**src/rtl/wdt_pkg.sv**
```systemverilog
// Shared definitions for the watchdog timer: FSM state encoding,
// register byte offsets and the default counter width.
package wdt_pkg;

  localparam int WDT_CNT_W = 32;

  typedef enum logic [1:0] {
    ST_IDLE    = 2'd0,
    ST_COUNT   = 2'd1,
    ST_EXPIRED = 2'd2,
    ST_RST_REQ = 2'd3
  } wdt_state_e;

  localparam logic [4:0] WDT_WDEN   = 5'h00;
  localparam logic [4:0] WDT_WDLIVE = 5'h04;
  localparam logic [4:0] WDT_WTOCNT = 5'h08;
  localparam logic [4:0] WDT_WDSTAT = 5'h0C;
  localparam logic [4:0] WDT_WDCNT  = 5'h10;

  // Word-granular address match; the byte lane bits [1:0] are ignored.
  function automatic logic wdt_addr_hit(input logic [4:0] addr, input logic [4:0] offset);
    return addr[4:2] == offset[4:2];
  endfunction

endpackage

```
**src/rtl/wdt_timer_if.sv**
```systemverilog
// Peripheral register bus seen by the watchdog: single-cycle write strobe
// plus combinational read data for the presented address.
interface wdt_timer_if;

  logic        i_wr_en;
  logic [4:0]  i_addr;
  logic [31:0] i_wdata;
  logic [31:0] o_rdata;

  modport master (output i_wr_en, output i_addr, output i_wdata, input o_rdata);
  modport slave  (input i_wr_en, input i_addr, input i_wdata, output o_rdata);

endinterface

```
**src/rtl/wdt_timer.sv**
```systemverilog
// Watchdog timer: programmable timeout, software kick, level interrupt on
// expiry. Define WDT_RST_REQ_EN to add a second-stage timeout that raises a
// sticky system reset request (o_rst_req), cleared only by rst_n.
module wdt_timer
  import wdt_pkg::*;
#(
  parameter int CNT_W = WDT_CNT_W
) (
  input  logic        clk,
  input  logic        rst_n,
  wdt_timer_if.slave  bus,
  output logic        o_intr_wdt
`ifdef WDT_RST_REQ_EN
  ,
  output logic        o_rst_req
`endif
);

  wdt_state_e       state_q, state_d;
  logic [CNT_W-1:0] cnt_q, cnt_d;
  logic [CNT_W-1:0] wtocnt_q;
  logic             wden_q;
  logic             intr_q;
  logic             rst_req_q;

  logic wr_wden, wr_wtocnt, kick, en_set, en_clr, cnt_hit;
  logic unused_addr_bits;

  assign wr_wden   = bus.i_wr_en && wdt_addr_hit(bus.i_addr, WDT_WDEN);
  assign wr_wtocnt = bus.i_wr_en && wdt_addr_hit(bus.i_addr, WDT_WTOCNT);
  assign kick      = bus.i_wr_en && wdt_addr_hit(bus.i_addr, WDT_WDLIVE) && bus.i_wdata[0];
  assign en_set    = wr_wden && bus.i_wdata[0];
  assign en_clr    = wr_wden && !bus.i_wdata[0];
  // Compare against the timeout registered before this edge, never the write data.
  assign cnt_hit   = (cnt_q == wtocnt_q);

  assign unused_addr_bits = &{1'b0, bus.i_addr[1:0]};

  // Software-visible configuration registers.
  // NOTE: sequential state uses non-blocking assignments so every flop samples pre-edge values.
  always_ff @(posedge clk or negedge rst_n) begin
    if (!rst_n) begin
      wden_q   <= 1'b0;
      wtocnt_q <= '0;
    end else begin
      if (wr_wden)   wden_q   <= bus.i_wdata[0];
      if (wr_wtocnt) wtocnt_q <= CNT_W'(bus.i_wdata);
    end
  end

  // Next-state and counter logic; earlier branches take priority.
  always_comb begin
    // NOTE: defaults first so no path leaves a signal unassigned and infers a latch.
    state_d = state_q;
    cnt_d   = cnt_q;
    if (state_q == ST_RST_REQ) begin
      // Terminal until reset: kick and disable are ignored.
      cnt_d = '0;
    end else if (en_clr && state_q != ST_IDLE) begin
      state_d = ST_IDLE;
      cnt_d   = '0;
    end else if (kick && state_q != ST_IDLE) begin
      state_d = ST_COUNT;
      cnt_d   = '0;
    end else if (en_set && state_q == ST_IDLE) begin
      state_d = ST_COUNT;
      cnt_d   = '0;
    end else begin
      case (state_q)
        ST_COUNT: begin
          if (cnt_hit) begin
            state_d = ST_EXPIRED;
            cnt_d   = '0;
          end else begin
            cnt_d = cnt_q + CNT_W'(1);
          end
        end
        ST_EXPIRED: begin
`ifdef WDT_RST_REQ_EN
          if (cnt_hit) begin
            state_d = ST_RST_REQ;
            cnt_d   = '0;
          end else begin
            cnt_d = cnt_q + CNT_W'(1);
          end
`else
          cnt_d = '0;
`endif
        end
        default: cnt_d = '0;
      endcase
    end
  end

  // FSM, counter and registered outputs decoded from the next state.
  always_ff @(posedge clk or negedge rst_n) begin
    if (!rst_n) begin
      state_q <= ST_IDLE;
      cnt_q   <= '0;
      intr_q  <= 1'b0;
    end else begin
      state_q <= state_d;
      cnt_q   <= cnt_d;
      intr_q  <= (state_d == ST_EXPIRED) || (state_d == ST_RST_REQ);
    end
  end

`ifdef WDT_RST_REQ_EN
  // Sticky reset request; only rst_n brings the FSM out of RST_REQ.
  always_ff @(posedge clk or negedge rst_n) begin
    if (!rst_n) rst_req_q <= 1'b0;
    else        rst_req_q <= (state_d == ST_RST_REQ);
  end

  assign o_rst_req = rst_req_q;
`else
  assign rst_req_q = 1'b0;
`endif

  assign o_intr_wdt = intr_q;

  // Combinational register read mux; unmapped and write-only offsets read 0.
  always_comb begin
    bus.o_rdata = '0;
    if (wdt_addr_hit(bus.i_addr, WDT_WDEN)) begin
      bus.o_rdata = {31'd0, wden_q};
    end else if (wdt_addr_hit(bus.i_addr, WDT_WTOCNT)) begin
      bus.o_rdata = 32'(wtocnt_q);
    end else if (wdt_addr_hit(bus.i_addr, WDT_WDSTAT)) begin
      bus.o_rdata = {28'd0, rst_req_q, intr_q, state_q};
    end else if (wdt_addr_hit(bus.i_addr, WDT_WDCNT)) begin
      bus.o_rdata = 32'(cnt_q);
    end
  end

endmodule
```
**src/flat_wrapper.sv**
```systemverilog
// flat-port wrapper written by rule: the top's interface ports become plain ports
module wdt_timer_flat import wdt_pkg::*;
#(
  parameter int CNT_W = WDT_CNT_W
)
  (clk, rst_n, o_intr_wdt, bus_i_wr_en, bus_i_addr, bus_i_wdata, bus_o_rdata);
  wdt_timer_if bus_i ();
  input  logic clk;
  input  logic rst_n;
  output logic o_intr_wdt;
  input wire logic [$bits(bus_i.i_wr_en)-1:0] bus_i_wr_en;
  input wire logic [$bits(bus_i.i_addr)-1:0] bus_i_addr;
  input wire logic [$bits(bus_i.i_wdata)-1:0] bus_i_wdata;
  output wire logic [$bits(bus_i.o_rdata)-1:0] bus_o_rdata;
  assign bus_i.i_wr_en = bus_i_wr_en;
  assign bus_i.i_addr = bus_i_addr;
  assign bus_i.i_wdata = bus_i_wdata;
  assign bus_o_rdata = bus_i.o_rdata;
  wdt_timer #(.CNT_W(CNT_W)) u_core (.clk(clk), .rst_n(rst_n), .bus(bus_i), .o_intr_wdt(o_intr_wdt));
endmodule
```
**config.mk**
```make
export PLATFORM = sky130hd
export DESIGN_NAME = wdt_timer_flat
export DESIGN_NICKNAME = d
export VERILOG_FILES = /design/src/rtl/wdt_pkg.sv /design/src/rtl/wdt_timer_if.sv /design/src/rtl/wdt_timer.sv /design/src/flat_wrapper.sv
export SDC_FILE = /design/constraint.sdc
export NUM_CORES = 1
export LEC_CHECK = 0
export ABC_AREA = 1
export CORE_MARGIN = 1
export CORE_UTILIZATION = 41
export DETAILED_ROUTE_END_ITERATION = 8
export DONT_BUFFER_PORTS = 1
export PLACE_DENSITY = 0.62
export SETUP_SLACK_MARGIN = 0.15
export SLEW_MARGIN = 0
export SYNTH_ARGS = -nofsm -noshare
export SYNTH_HDL_FRONTEND = slang
export SYNTH_SLANG_ARGS = --single-unit
```
**constraint.sdc**
```tcl
create_clock -name clk -period 1.5 [get_ports clk]
set_input_delay 0.15 -clock clk [delete_from_list [all_inputs] [get_ports clk]]
set_output_delay 0.15 -clock clk [all_outputs]
set_load 0.05 [all_outputs]
```
### Yosys cells after proc, flatten, opt, wreduce, memory -nomap -nowiden

Index checks and enable logic that the tools add are counted.
W data, S select, Z words.

| word-level totals | value |
|---|---|
| flip-flop bits (word level) | 68 |
| input bits | 40 |
| output and inout bits | 33 |
| word-level logic and storage cells | 45 |

| cells by class | value |
|---|---|
| add/subtract/negate cells | 1 |
| equal/unequal tests | 9 |
| mux-type cells | 16 |
| reductions and logical operators | 14 |

Operator list:

| operator | number |
|---|---|
| $mux W32 | 10 |
| $add A32 B1 Y32 const B | 1 |
| $eq A32 B32 Y1 | 1 |
| $mux W2 | 6 |
| $logic_and A1 B1 Y1 | 9 |
| $eq A2 B2 Y1 const B | 3 |
| $eq A3 B2 Y1 const B | 2 |
| $eq A3 B1 Y1 const B | 1 |
| $eq A3 B3 Y1 const B | 1 |
| $logic_not A3 Y1 | 1 |
| $eq A2 B1 Y1 const B | 1 |
| $logic_not A2 Y1 | 1 |
| $reduce_bool A2 Y1 | 1 |
| $logic_not A1 Y1 | 1 |
| $logic_or A1 B1 Y1 | 1 |

### Longest topological paths before layout

| depth | value |
|---|---|
| depth after elaboration | 10 |
| depth in mapped cells | 12 |
| depth with buffers taken out | 10 |

### Least setup slack after synthesis

OpenSTA, ideal clock, no wires.

| path | value |
|---|---|
| kind | input port to output port |
| from | input port bus_i_addr[3] |
| to | output port bus_o_rdata[30] |
| arrival | 1819 ps |
| required time | 1350 ps |
| slack | -469 ps |
| stages | 5 |
| buffers on the path | 2 |
| path through | nor2_1 nand2_1 clkbuf_1 clkbuf_1 o21ai_0 |

| between the ends | value |
|---|---|
| word-level cells in the longest chain between the ends | 5 |
| elaborated cells on any way between the ends | 8 |

RTL lines:

| element | RTL line | source |
|---|---|---|
| from (decl) | flat_wrapper.sv:12 | `input wire logic [$bits(bus_i.i_addr)-1:0] bus_i_addr;` |
| $eq A3 B3 Y1 | wdt_pkg.sv:22 | `return addr[4:2] == offset[4:2];` |
| $mux W32 | wdt_timer.sv:131 | `end else if (wdt_addr_hit(bus.i_addr, WDT_WDCNT)) begin` |
| $mux W32 | wdt_timer.sv:129 | `end else if (wdt_addr_hit(bus.i_addr, WDT_WDSTAT)) begin` |
| $mux W32 | wdt_timer.sv:127 | `end else if (wdt_addr_hit(bus.i_addr, WDT_WTOCNT)) begin` |
| $mux W32 (*) | wdt_timer.sv:125 | `if (wdt_addr_hit(bus.i_addr, WDT_WDEN)) begin` |
| to (decl) | flat_wrapper.sv:14 | `output wire logic [$bits(bus_i.o_rdata)-1:0] bus_o_rdata;` |

Mark *: on every way between the ends. The rest lies on a longest branch, timed or not.

### Final worst setup path

| path | value |
|---|---|
| from | register u_core.cnt_q[1] |
| to | register u_core.cnt_q[13] |

| between the ends | value |
|---|---|
| word-level cells in the longest chain between the ends | 7 |
| elaborated cells on any way between the ends | 8 |

RTL lines:

| element | RTL line | source |
|---|---|---|
| from (decl) | wdt_timer.sv:20 | `logic [CNT_W-1:0] cnt_q, cnt_d;` |
| from (signal assigned) | wdt_timer.sv:103 | `cnt_q <= cnt_d;` |
| $add A32 B1 Y32 / $eq A32 B32 Y1 (equally long branches) | wdt_timer.sv:75, wdt_timer.sv:35 |  |
| $mux W32 (*) | wdt_timer.sv:71 | `if (cnt_hit) begin` |
| $mux W32 (*) | wdt_timer.sv:69 | `case (state_q)` |
| $mux W32 (*) | wdt_timer.sv:65 | `end else if (en_set && state_q == ST_IDLE) begin` |
| $mux W32 (*) | wdt_timer.sv:62 | `end else if (kick && state_q != ST_IDLE) begin` |
| $mux W32 (*) | wdt_timer.sv:59 | `end else if (en_clr && state_q != ST_IDLE) begin` |
| $mux W32 (*) | wdt_timer.sv:56 | `if (state_q == ST_RST_REQ) begin` |
| net u_core.cnt_d[13] | wdt_timer.sv:20 |  |

The timed path passes the listed nets; every way through them passes the cells marked *.
A chain may end at the register's enable or synchronous reset.

==> impl_metrics.tcl <==
set metrics [dict create \
    synth_largest_area_cell "dfrtp_1" \
    vias 4368 \
    clock_power_share 0.224 \
    cts_sinks 68 \
    drc_errors 0 \
    crit_fanout 4 \
    synthFlopType "dfrtp_1" \
    fin_crit_sh 1.09 \
    pwr-share-comb 0.387 \
    viasPerCell 4.95 \
    diodes 0 \
    syn_area_per_cell_sq_um 7.83 \
    clockRootBuffer "clkbuf_8" \
    cts_tree "yes" \
    leakage_nw 3.29 \
    fin_skew_ps 10.5 \
    cts_hold_buf 32 \
    clk_latency_ps 360 \
    antenna_found_initial 0 \
    setup_slack_ps -128 \
    first_global_vias 4465 \
    finalNetCount 785 \
    wl_um 14000 \
    syn-num-nets 580 \
    synth_cells 539 \
    die-area_sq_um 10700 \
    setup_viol 39 \
    ios 73 \
    first_pass_iters 4 \
    status "finished with violations" \
    synth_seq_area_share 0.403 \
    final_util 0.744 \
    drive_gt1_frac 0.497 \
    finalNonFillerCells 882 \
    die_x_um 103 \
    critPathLaunchType "flop" \
    path_clk_slew_ps 80 \
    synth.distinct_cells 36 \
    cp_data_arrival_time_ps 1880 \
    maxCapViolCount 0 \
    ys_ff_latch 68 \
    maxSlewHeadroom 0.694 \
    critical_path_class "flop to flop" \
    p_sw_frac 0.353 \
    whs_ps -525 \
    grt_usage 0.273 \
    initial_core_util 0.428 \
    cts_max_path_buffers 2 \
    crit_path_end_kind "flop" \
    netlist.area_leader.share 0.403 \
    h-tree-depth 3 \
    finalMaxSlewViolations 0 \
    rsz0062_at_grt "true" \
    wl_per_cell_um 15.9 \
    grt_max_degree 69 \
    hold_violations 68 \
    place_inst 798 \
    async_flop_share 1.00 \
    p_int_w 0.00385 \
    rrSetupSlack_ps -130 \
    synth_area_sq_um 4220 \
    port_buffers 0 \
    switchingPower_w 0.00210 \
    yosys_warnings 0 \
    synth_area_leaders "dfrtp_1 (40%), nand2_1 (12%), nor2_1 (6.3%), inv_1 (5.5%), mux2_2 (4.5%)" \
    hpwl_um 9520 \
    worst_slew_pin_slew_ps 456 \
    hp-class "primary input to asynchronous set/reset pin" \
    final_antenna_net_count 0 \
    syn_to_final_growth_pct 74.1 \
    fin_setup_tns_ps -3660 \
    die_y_um 103 \
    violations "hold timing, setup timing" \
    grt_first_pass_wirelength_um 21400 \
    core_area_sq_um 9860 \
    drt_iter0_drc 171 \
    cts_buffers 9 \
    gr-total-overflow 0 \
    layout_min_cycle_time_ps 1630 \
    power.density_nw_per_um2 811 \
    rows 36 \
    worstPathRequired_ps 1750 \
    nFillCells 683 \
    fmax_mhz 614 \
    p_seq_frac 0.390 \
    synth_edf_count 0 \
    gp_congestion 1.02 \
    ir_worst_vdd_uv 622 \
]
## per-stage QoR
stage                     total power (W)  setup slack, ps  area [sq um]
after floorplan                   0.00337            -21.0          4420
after global placement            0.00399             -190          5720
after detailed placement          0.00404             -162          5720
after CTS                         0.00572             -112          6880
after global routing              0.00624             -210          7340
final                             0.00596             -128          7340
## power groups by stage
stage / clock network (W) / logic, W / registers (W)
finish: 0.00133 / 0.00230 / 0.00232
global route: 0.00143 / 0.00246 / 0.00235
CTS: 0.00136 / 0.00207 / 0.00229
detailed placement: 0 / 0.00172 / 0.00232
global placement: 0 / 0.00168 / 0.00231
floorplan: 0 / 0.00108 / 0.00229
## final cells by class
| cell class | instances | area, sq um | area share |
|---|---|---|---|
| Clock buffer | 11 | 131 | 0.0179 |
| Tap cell | 133 | 166 | 0.0227 |
| Clock inverter | 5 | 30.0 | 0.00409 |
| Inverter | 66 | 285 | 0.0388 |
| Multi-Input combinational cell | 392 | 2880 | 0.393 |
| Sequential cell | 68 | 1710 | 0.233 |
| Timing Repair Buffer | 207 | 2140 | 0.291 |
## path summary, 6_finish.rpt
path,start,to,cells after the start
worst min-delay path,rst_n,u_core.wtocnt_q[16],0
worst min register to register,u_core.wtocnt_q[6],u_core.wtocnt_q[6],1
worst max-delay path,u_core.cnt_q[1],u_core.cnt_q[13],8
worst max register to register,u_core.cnt_q[1],u_core.cnt_q[13],8
max in group asynchronous,rst_n,u_core.cnt_q[21],0
min in group clk,bus_i_wr_en,u_core.wden_q,3
## per-layer routing
metal,routed length [um],vias up,GRT usage
met5,0,-,0
met4,413,0,0.108
met3,516,31,0.0544
met2,7390,100,0.494
met1,5700,2119,0.316
li1,-,2118,-
## logic make-up (layout without fill, tap and decap cells)
kind of cell | count (synthesis) | in the layout | synth area share
flops | 68 | 68 | 0.403
fa+ha+maj | 1 | 1 | 0.00297
buf+inv | 79 | 289 | 0.0801
xor+xnor | 42 | 42 | 0.0890
mux | 21 | 21 | 0.0561
simple gates | 278 | 278 | 0.300
compound gates | 50 | 50 | 0.0685
## layout by cell type, fill, tap and decap left out, types with 10 or more instances in the layout
cell type	count
xor2_1	15
buf_12	17
nand3_1	15
mux2_2	17
inv_1	33
nor2_2	16
xnor2_1	17
nor2_4	24
dfrtp_1	60
inv_2	21
buf_6	65
nor2_1	49
buf_4	90
a21oi_1	10
nand2_2	15
nand2_1	120
dlygate4sd3_1	32
## repair_timing
item	in CTS	in global routing
cloned	1	1
endpoints found under the hold margin	101	68
pin swaps	36	34
gates resized for setup	139	85
setup buffers	25	9
setup endpoints to repair	67	67
## state kept, by name, summed over array words and instances (netlist names)
| signal | cells |
|---|---|
| u_core.wtocnt_q | 32 |
| u_core.cnt_q | 32 |
| u_core.wden_q | 1 |
| u_core.o_intr_wdt | 1 |
| u_core.state_q | 2 |
## synth_stat cells (all sizes together) (2+ instances only)
master	number
a22o	4
xnor2	21
o22ai	10
o221ai	2
nor3	16
dfrtp	68
nor2	89
buf	7
a21oi	13
nand3	21
o21ai	19
inv	65
clkbuf	6
nand2	142
mux2	21
nand4	7
xor2	21
## critical path, cell delays in order (launching register included)
cell and delay (ps):
dfrtp_2 420, buf_4 150, nand3_4 100, nor3_4 280, inv_2 70, nor2_4 130, buf_4 130, xor2_2 160
nor2_4 50
(Power assumes the default switching activity.)
